## src/rtl/weight_bank_pkg.sv

```systemverilog
// Shared types and helpers for the weight_bank store.
package weight_bank_pkg;

  localparam int DEF_DATA_WIDTH = 16;

  // Signed Q8.8 weight/bias word at the default width.
  typedef logic signed [DEF_DATA_WIDTH-1:0] weight_t;

  // Read-side FSM: idle, or streaming one neuron's words.
  typedef enum logic {
    S_IDLE   = 1'b0,
    S_STREAM = 1'b1
  } state_t;

  // Index width for a range of n values; never narrower than one bit.
  function automatic int idx_width(input int n);
    return (n <= 1) ? 1 : $clog2(n);
  endfunction

endpackage

```

## src/rtl/weight_bank_mem.sv

```systemverilog
// Register-array weight store: one write port, one registered read port.
module weight_bank_mem
  import weight_bank_pkg::*;
#(
  parameter int DATA_WIDTH = DEF_DATA_WIDTH,
  parameter int DEPTH      = 10,
  parameter int AW         = 4
) (
  input  logic                  clk,
  input  logic                  rst,
  input  logic                  we,
  input  logic [AW-1:0]         waddr,
  input  logic [DATA_WIDTH-1:0] wdata,
  input  logic [AW-1:0]         raddr,
  output logic [DATA_WIDTH-1:0] rdata
);

  logic [DATA_WIDTH-1:0] mem [DEPTH];

  // Write port and registered read; reset clears every stored word.
  // NOTE: the array is reset word by word because a reset bank must read back
  // as zeros; that keeps it in flops instead of a RAM macro.
  always_ff @(posedge clk) begin
    if (rst) begin
      for (int i = 0; i < DEPTH; i++) mem[i] <= '0;
      rdata <= '0;
    end else begin
      // NOTE: non-blocking assignments so the read sees the pre-write array
      // and simulation matches the registers that get built.
      if (we) mem[waddr] <= wdata;
      rdata <= mem[raddr];
    end
  end

endmodule

```

## src/rtl/weight_bank.sv

```systemverilog
// Loadable weight/bias bank streaming one neuron's words to the MAC datapath.
// Build option: define WEIGHT_BANK_SHADOW_EN for an active/shadow bank pair
// so a new weight set can load while the current one is being streamed.
module weight_bank
  import weight_bank_pkg::*;
#(
  parameter  int DATA_WIDTH = DEF_DATA_WIDTH,
  parameter  int N_IN       = 9,
  parameter  int N_NEURONS  = 1,
  localparam int NW         = idx_width(N_NEURONS),
  localparam int IW         = idx_width(N_IN + 1)
) (
  input  logic                  clk,
  input  logic                  rst,
  input  logic                  ld_valid,
  output logic                  ld_ready,
  input  logic [DATA_WIDTH-1:0] ld_data,
  input  logic                  ld_last,
  input  logic                  rd_valid,
  output logic                  rd_ready,
  input  logic [NW-1:0]         rd_neuron,
  output logic                  out_valid,
  input  logic                  out_ready,
  output logic [DATA_WIDTH-1:0] out_data,
  output logic [IW-1:0]         out_idx,
  output logic                  out_last,
  output logic                  loaded,
  output logic                  err
);

  localparam int STRIDE = N_IN + 1;
  localparam int TOTAL  = N_NEURONS * STRIDE;
  localparam int AW     = idx_width(TOTAL);

  state_t          state_q, state_d;
  logic [AW-1:0]   ld_cnt, rd_addr, rd_addr_d, base_addr;
  logic [IW-1:0]   idx_q, idx_d;
  logic            rd_fire, out_fire, ld_fire;
  logic            ld_at_end, ld_good, ld_bad, is_last;

  assign is_last   = (idx_q == IW'(N_IN));
  assign out_valid = (state_q == S_STREAM);
  assign out_idx   = idx_q;
  assign out_last  = out_valid && is_last;
  assign rd_ready  = (state_q == S_IDLE) && loaded;
  assign rd_fire   = rd_valid && rd_ready;
  assign out_fire  = out_valid && out_ready;
  assign ld_fire   = ld_valid && ld_ready;
  assign ld_at_end = (ld_cnt == AW'(TOTAL - 1));
  assign ld_good   = ld_fire && ld_last && ld_at_end;
  assign ld_bad    = ld_fire && (ld_last != ld_at_end);
  // A single-neuron bank has only one base; the index input is ignored.
  assign base_addr = (N_NEURONS > 1) ? AW'(rd_neuron) * AW'(STRIDE) : '0;

  // Next read state.
  always_comb begin
    // NOTE: every output gets a default first so no path infers a latch.
    state_d = state_q;
    case (state_q)
      S_IDLE:   if (rd_fire) state_d = S_STREAM;
      S_STREAM: if (out_fire && is_last) state_d = S_IDLE;
    endcase
  end

  // Next read address and word index; held while the consumer stalls so the
  // registered read port keeps presenting the same word.
  always_comb begin
    rd_addr_d = rd_addr;
    idx_d     = idx_q;
    if (rd_fire) begin
      rd_addr_d = base_addr;
      idx_d     = '0;
    end else if (out_fire && !is_last) begin
      rd_addr_d = rd_addr + AW'(1);
      idx_d     = idx_q + IW'(1);
    end
  end

  // Read FSM and stream counters.
  always_ff @(posedge clk) begin
    if (rst) begin
      state_q <= S_IDLE;
      rd_addr <= '0;
      idx_q   <= '0;
    end else begin
      state_q <= state_d;
      rd_addr <= rd_addr_d;
      idx_q   <= idx_d;
    end
  end

  // Load word counter and sticky word-count error.
  always_ff @(posedge clk) begin
    if (rst) begin
      ld_cnt <= '0;
      err    <= 1'b0;
    end else if (ld_fire) begin
      ld_cnt <= (ld_good || ld_bad) ? '0 : ld_cnt + AW'(1);
      if (ld_bad)            err <= 1'b1;
      else if (ld_cnt == '0) err <= 1'b0;
    end
  end

`ifdef WEIGHT_BANK_SHADOW_EN
  logic                  active, swap_pending, swap;
  logic [DATA_WIDTH-1:0] rdata0, rdata1;

  assign ld_ready = 1'b1;
  assign swap     = swap_pending && (state_q == S_IDLE);
  assign out_data = active ? rdata1 : rdata0;

  // Bank swap: a completed shadow load becomes active at the next idle cycle.
  // A good load finishing in a swap cycle wrote the bank being activated, so
  // no further swap is owed.
  always_ff @(posedge clk) begin
    if (rst) begin
      active       <= 1'b0;
      swap_pending <= 1'b0;
      loaded       <= 1'b0;
    end else if (swap) begin
      active       <= ~active;
      swap_pending <= 1'b0;
      loaded       <= 1'b1;
    end else if (ld_good) begin
      swap_pending <= 1'b1;
    end
  end

  weight_bank_mem #(.DATA_WIDTH(DATA_WIDTH), .DEPTH(TOTAL), .AW(AW)) u_bank0 (
    .clk(clk), .rst(rst), .we(ld_fire && active), .waddr(ld_cnt),
    .wdata(ld_data), .raddr(rd_addr_d), .rdata(rdata0)
  );
  weight_bank_mem #(.DATA_WIDTH(DATA_WIDTH), .DEPTH(TOTAL), .AW(AW)) u_bank1 (
    .clk(clk), .rst(rst), .we(ld_fire && !active), .waddr(ld_cnt),
    .wdata(ld_data), .raddr(rd_addr_d), .rdata(rdata1)
  );
`else
  assign ld_ready = (state_q == S_IDLE);

  // Readable flag: dropped by the first word of any load so a partial bank is
  // never streamed, raised only by a correctly terminated load.
  always_ff @(posedge clk) begin
    if (rst) begin
      loaded <= 1'b0;
    end else if (ld_fire) begin
      if (ld_good)                      loaded <= 1'b1;
      else if (ld_bad || ld_cnt == '0) loaded <= 1'b0;
    end
  end

  weight_bank_mem #(.DATA_WIDTH(DATA_WIDTH), .DEPTH(TOTAL), .AW(AW)) u_bank0 (
    .clk(clk), .rst(rst), .we(ld_fire), .waddr(ld_cnt),
    .wdata(ld_data), .raddr(rd_addr_d), .rdata(out_data)
  );
`endif

endmodule

```

## config.mk

```make
export PLATFORM = sky130hd
export DESIGN_NAME = weight_bank
export DESIGN_NICKNAME = d
export VERILOG_FILES = /design/src/rtl/weight_bank_pkg.sv /design/src/rtl/weight_bank_mem.sv /design/src/rtl/weight_bank.sv
export SDC_FILE = /design/constraint.sdc
export NUM_CORES = 1
export LEC_CHECK = 0
export CORE_ASPECT_RATIO = 1.75
export CORE_MARGIN = 4
export CORE_UTILIZATION = 54
export DETAILED_ROUTE_END_ITERATION = 6
export PLACE_DENSITY = 0.86
export SYNTH_ARGS = -nofsm -noshare
export SYNTH_HDL_FRONTEND = slang
export SYNTH_SLANG_ARGS = --single-unit
```

## constraint.sdc

```tcl
create_clock -name clk -period 3.01 [get_ports clk]
set_input_delay 0.602 -clock clk [delete_from_list [all_inputs] [get_ports clk]]
set_output_delay 0.602 -clock clk [all_outputs]
set_load 0.01 [all_outputs]
```

# Yosys cells after proc, flatten, opt, wreduce, memory -nomap -nowiden

Memories as Yosys holds them, arrays and structs flattened. A register that Yosys moved wholly into a read port is not among the register bits.
Index checks and enable logic that the tools add are counted.

Flip-flop bits (word level): 15
Memory bits (writable): 160
Bits of input ports: 23
Memories: 1

Memory list:

| name        | words | bits a word | rd ports | clocked after Yosys merged registers in | wr ports | RTL line              | text |
|---|---|---|---|---|---|---|---|
| u_bank0.mem | 10    | 16          | 1        | 1                                       | 10       | weight_bank_mem.sv:18 | `logic [DATA_WIDTH-1:0] mem [DEPTH];` |

Add/sub/neg operators: 3
Equality and inequality tests: 3
Muxes and demuxes: 18
Bitwise logic cells: 1
Reduce and logical (&&, ||, !) cells: 20

Operators with widths:

| cell                | count |
|---|---|
| $mux 16             | 1 |
| $mux 4              | 4 |
| $reduce_or 16->1    | 1 |
| $add 4x1->4 const B | 3 |
| $mux 1              | 12 |
| $logic_and 1x1->1   | 10 |
| $eq 4x4->1 const B  | 2 |
| $logic_not 4->1     | 1 |
| $reduce_and 2->1    | 2 |
| $reduce_bool 2->1   | 2 |
| $logic_or 1x1->1    | 2 |
| $pmux 1 s2          | 1 |
| $reduce_or 2->1     | 1 |
| $logic_not 1->1     | 1 |
| $ne 1x1->1          | 1 |
| $not 1->1           | 1 |

# Logic depth before layout (Yosys ltp)

Depth in word-level cells: 7
Mapped depth: 11
Gate-level depth less buffers: 8

# Modules after synthesis

Synthesis repeated with hierarchy kept, for this count alone.

Cells, all modules: 770
Area, all modules: 11,890.2 µm²

Modules (own cells, without submodules):

| module          | times used | cells an instance | area an instance (µm²) | seq. area each (µm²) |
|---|---|---|---|---|
| weight_bank_mem | 1          | 673               | 11,050.6               | 8,007.7 |
| weight_bank     | 1          | 97                | 839.6                  | 300.3 |

# Least setup slack after synthesis

No wires, ideal clock.

Path type: input to register
From: in rst
To: mem u_bank0.mem[15][0] (netlist name) (enable)
Data arrival time: 2.571 ns
Path slack: 0.003 ns
Cell stages on the path: 2
Cell sequence: clkbuf_1 -> nor4b_1

RTL lines:

| item               | RTL line              | text |
|---|---|---|
| start: declaration | weight_bank.sv:14     | `input logic rst,` |
| end: declaration   | weight_bank_mem.sv:18 |  |

# Worst setup path in the final report

From: reg idx_q[1] (netlist: out_idx[1])
To: reg u_bank0.rdata[4], read port of u_bank0.mem

Word-level cells in the longest chain between the ends: 5

RTL lines:

| item                     | RTL line              | text |
|---|---|---|
| start: declaration       | weight_bank.sv:37     | `logic [IW-1:0] idx_q, idx_d;` |
| start signal: assignment | weight_bank.sv:88     | `idx_q <= idx_d;` |
| $eq 4x4->1               | weight_bank.sv:41     | `assign is_last = (idx_q == IW'(N_IN));` |
| $logic_not 1->1          | weight_bank.sv:73     | `end else if (out_fire && !is_last) begin` |
| $logic_and 1x1->1        | weight_bank.sv:73     |  |
| $mux 4                   | weight_bank.sv:73     |  |
| $mux 4                   | weight_bank.sv:70     | `if (rd_fire) begin` |
| end: declaration         | weight_bank_mem.sv:15 | `output logic [DATA_WIDTH-1:0] rdata` |

No other way between the ends.
A chain may end at the register's enable or synchronous reset.

==> results.json <==
{
  "outcome": "finished with violations",
  "violations": "DRC",
  "required_ns": 3.40,
  "setup_tns_ns": 0,
  "endpoint_kind": "flop",
  "yosys.area_share.simple_pct": 9.67,
  "antenna_left": 0,
  "synthTopCellsByArea": "edfxtp_1 (66%), dfxtp_1 (5.3%), nor2_1 (5.0%)",
  "hold_path.class": "flop to flop",
  "seq_area_um2": 8310,
  "gr-total-overflow": 0,
  "cts_max_level": 1,
  "num_io_pins": 49,
  "netlist_area_um2": 11700,
  "crit_type": "flop to flop",
  "synth-seq-cells": 287,
  "n_fill_cell": 1437,
  "fin_util_pct": 64.6,
  "nNetsFinal": 947,
  "synth.top_cell.area_share_pct": 65.5,
  "ys.flop_type": "edfxtp_1",
  "gr-usage-all-layers_pct": 22.7,
  "cts_buffer_depth": 3,
  "post-place-ws_ns": -0.252,
  "place_inst": 1184,
  "synth_compound_area_share_pct": 10.1,
  "hpwlAfterDp_mm": 18.1,
  "grt_pass1_vias": 7622,
  "cts_root_buf": "clkbuf_16",
  "die_y_um": 203,
  "drive_above_1_share_pct": 16.1,
  "seqPwrFrac_pct": 56.1,
  "drtIter0Drc": 1157,
  "num_rows": 71,
  "cts.sinks": 287,
  "layout.cells.non_filler": 1228,
  "antennaDiodeCount": 0,
  "synth-edff-count": 256,
  "syn_to_final_growth_pct": 17.8,
  "die_x_um": 119,
  "fmax_mhz": 350,
  "whs_ns": 0.532,
  "wirelength_mm": 27.5,
  "postLayoutSetupSlackWorst_ns": 0.156,
  "numCtsBuffers": 24,
  "async_flop_share_pct": 0,
  "grt_max_degree": 37,
  "post-route-period-util_pct": 94.8,
  "clock_power_share_pct": 39.9,
  "max-slew-margin-rel_pct": 28.1,
  "dieArea_um2": 24200,
  "synth_xor_area_share_pct": 0.299,
  "cts_tree": "yes",
  "synth-adder-area-share_pct": 0.640,
  "multi_input_area_um2": 3160,
  "avgSynthCellArea_um2": 14.0,
  "post_synth_inst_count": 837,
  "place.gp.congestion": 0.860,
  "p_per_area_nw_per_um2": 576,
  "skew_ns": 0.0117,
  "post_cts_buffers": 0,
  "first_pass_iters": 7,
  "slew_violations": 0,
  "cap_violations": 0,
  "cp-start-kind": "flop",
  "wl_met1_mm": 9.44,
  "post-route-min-period_ns": 2.85,
  "synth_top_family_by_area": "compound AO/OA/AOI/OAI gates",
  "antenna_found_initial": 0,
  "fin_area_um2": 13800,
  "switching_share_pct": 20.4,
  "routed.top_layer": "met4",
  "yosys.cell_types.count": 51,
  "drc": 2,
  "avgViaCountPerCell": 6.10,
  "critPathArrivalTime_ns": 3.25,
  "cts_resized": 0,
  "irDropWorstVdd_uv": 434,
  "setup_violations": 0,
  "p_sw_mw": 1.62,
  "cts.clk_slew.worst_paths_ns": 0.07,
  "power_frac_comb_pct": 4.0,
  "ys_seq_area_share_pct": 70.8,
  "clk_latency_ns": 0.52,
  "p_total_mw": 7.96,
  "internal-power_mw": 6.34,
  "wl_per_cell_um": 22.4,
  "ctsHoldBuffers": 0,
  "wl_met3_mm": 2.17,
  "start_util_pct": 54.8,
  "io_buffer_count": 47,
  "placed_cell_area_um2": 13000,
  "yosys_warnings": 0,
  "hold_viol": 0,
  "synthMuxAreaShare_pct": 5.90,
  "routed-wl-met2_mm": 15.1,
  "synth_top_cell_by_area": "edfxtp_1",
  "grt_pass1_wl_mm": 42.4,
  "cp_max_fo": 36,
  "core-area_um2": 21400,
  "rsz0062_at_grt": "false",
  "leakage_nw": 5.18,
  "num_vias": 7494,
  "tightest_slew_ns": 1.07,
  "syn-num-nets": 866
}
## cell families after synthesis
family | count (synthesis)
multiplexers | 65
XOR/XNOR | 4
buffers and inverters | 73
adder cells (fa/ha/maj) | 6
AO/OA/AOI/OAI | 151
flip-flops | 287
AND/OR/NAND/NOR | 251
## state kept, by name, summed over array words and instances, names as in the netlist
signal / cells
u_bank0.mem: 256
rd_addr: 4
err: 1
loaded: 1
out_idx: 4
u_bank0.rdata: 16
out_valid: 1
ld_cnt: 4
## layout make-up
class                      instances  area share [%]
timing repair buffer             106            7.96
sequential                       287            60.1
clock buffer                      26            4.55
clock inverter                    18            1.30
inverter                          22           0.597
tap                              292            2.64
multi-input combinational        477            22.9
## critical path: stages (launching register included)
cell,delay (ns)
dfxtp_1,0.33
inv_1,0.05
ha_1,0.20
and3b_1,0.26
nor2_1,0.35
mux2_2,0.41
buf_12,0.18
buf_4,0.21
a22oi_1,0.19
o21ai_0,0.14
a221o_1,0.39
## metal layers
metal | track usage [%] | vias up
met5 | 0 | -
met4 | 8.56 | 0
met3 | 2.93 | 58
met2 | 42.4 | 430
met1 | 26.3 | 3659
li1 | - | 3347
## synth_stat cells (2+ instances only)
cell type	instances
a21oi_1	10
a221o_1	16
a222oi_1	32
a22oi_1	32
and2_1	18
and3b_1	2
buf_1	3
buf_2	6
buf_6	3
clkbuf_1	38
dfxtp_1	31
edfxtp_1	256
ha_1	6
inv_1	22
mux2_2	33
mux2i_1	32
nand2_1	25
nand2b_1	10
nand3_1	9
nand3b_1	3
nand4_1	5
nor2_1	157
nor2b_1	4
nor3_1	4
o21ai_0	35
o21ai_1	2
o22ai_1	6
o22ai_2	10
or3_1	2
or4_4	2
xnor2_1	2
xor2_1	2
## placed cells by master (no fill, tap or decap), types with 10 or more instances in the layout
cell type and instances:
a221o_1 16, a222oi_1 32, a22oi_1 32, and2_1 18, buf_12 15, buf_4 44
clkbuf_16 25, clkdlybuf4s50_1 47, dfxtp_1 31, edfxtp_1 256, inv_1 22, mux2_2 33
mux2i_1 32, nand2_1 25, nand2b_1 10, nor2_1 157, o21ai_0 35, o22ai_2 10
## power groups by stage
stage / clock network [mW] / registers (mW) / logic (mW)
floorplan: 0 / 4.54 / 0.154
finish: 3.18 / 4.46 / 0.317
CTS: 3.19 / 4.46 / 0.318
detailed placement: 0 / 4.55 / 0.314
global route: 3.37 / 4.47 / 0.341
global placement: 0 / 4.54 / 0.301
## path summary, 6_finish.rpt
| path | endpoint | depth (start not counted) | start | slack (ns) |
|---|---|---|---|---|
| max | u_bank0.rdata[4] | 10 | out_idx[1] | 0.16 |
| max reg2reg | u_bank0.rdata[4] | 10 | out_idx[1] | 0.16 |
| min reg2reg | err | 2 | err | 0.53 |
| min | err | 2 | err | 0.53 |
(Power assumes the default switching activity.)
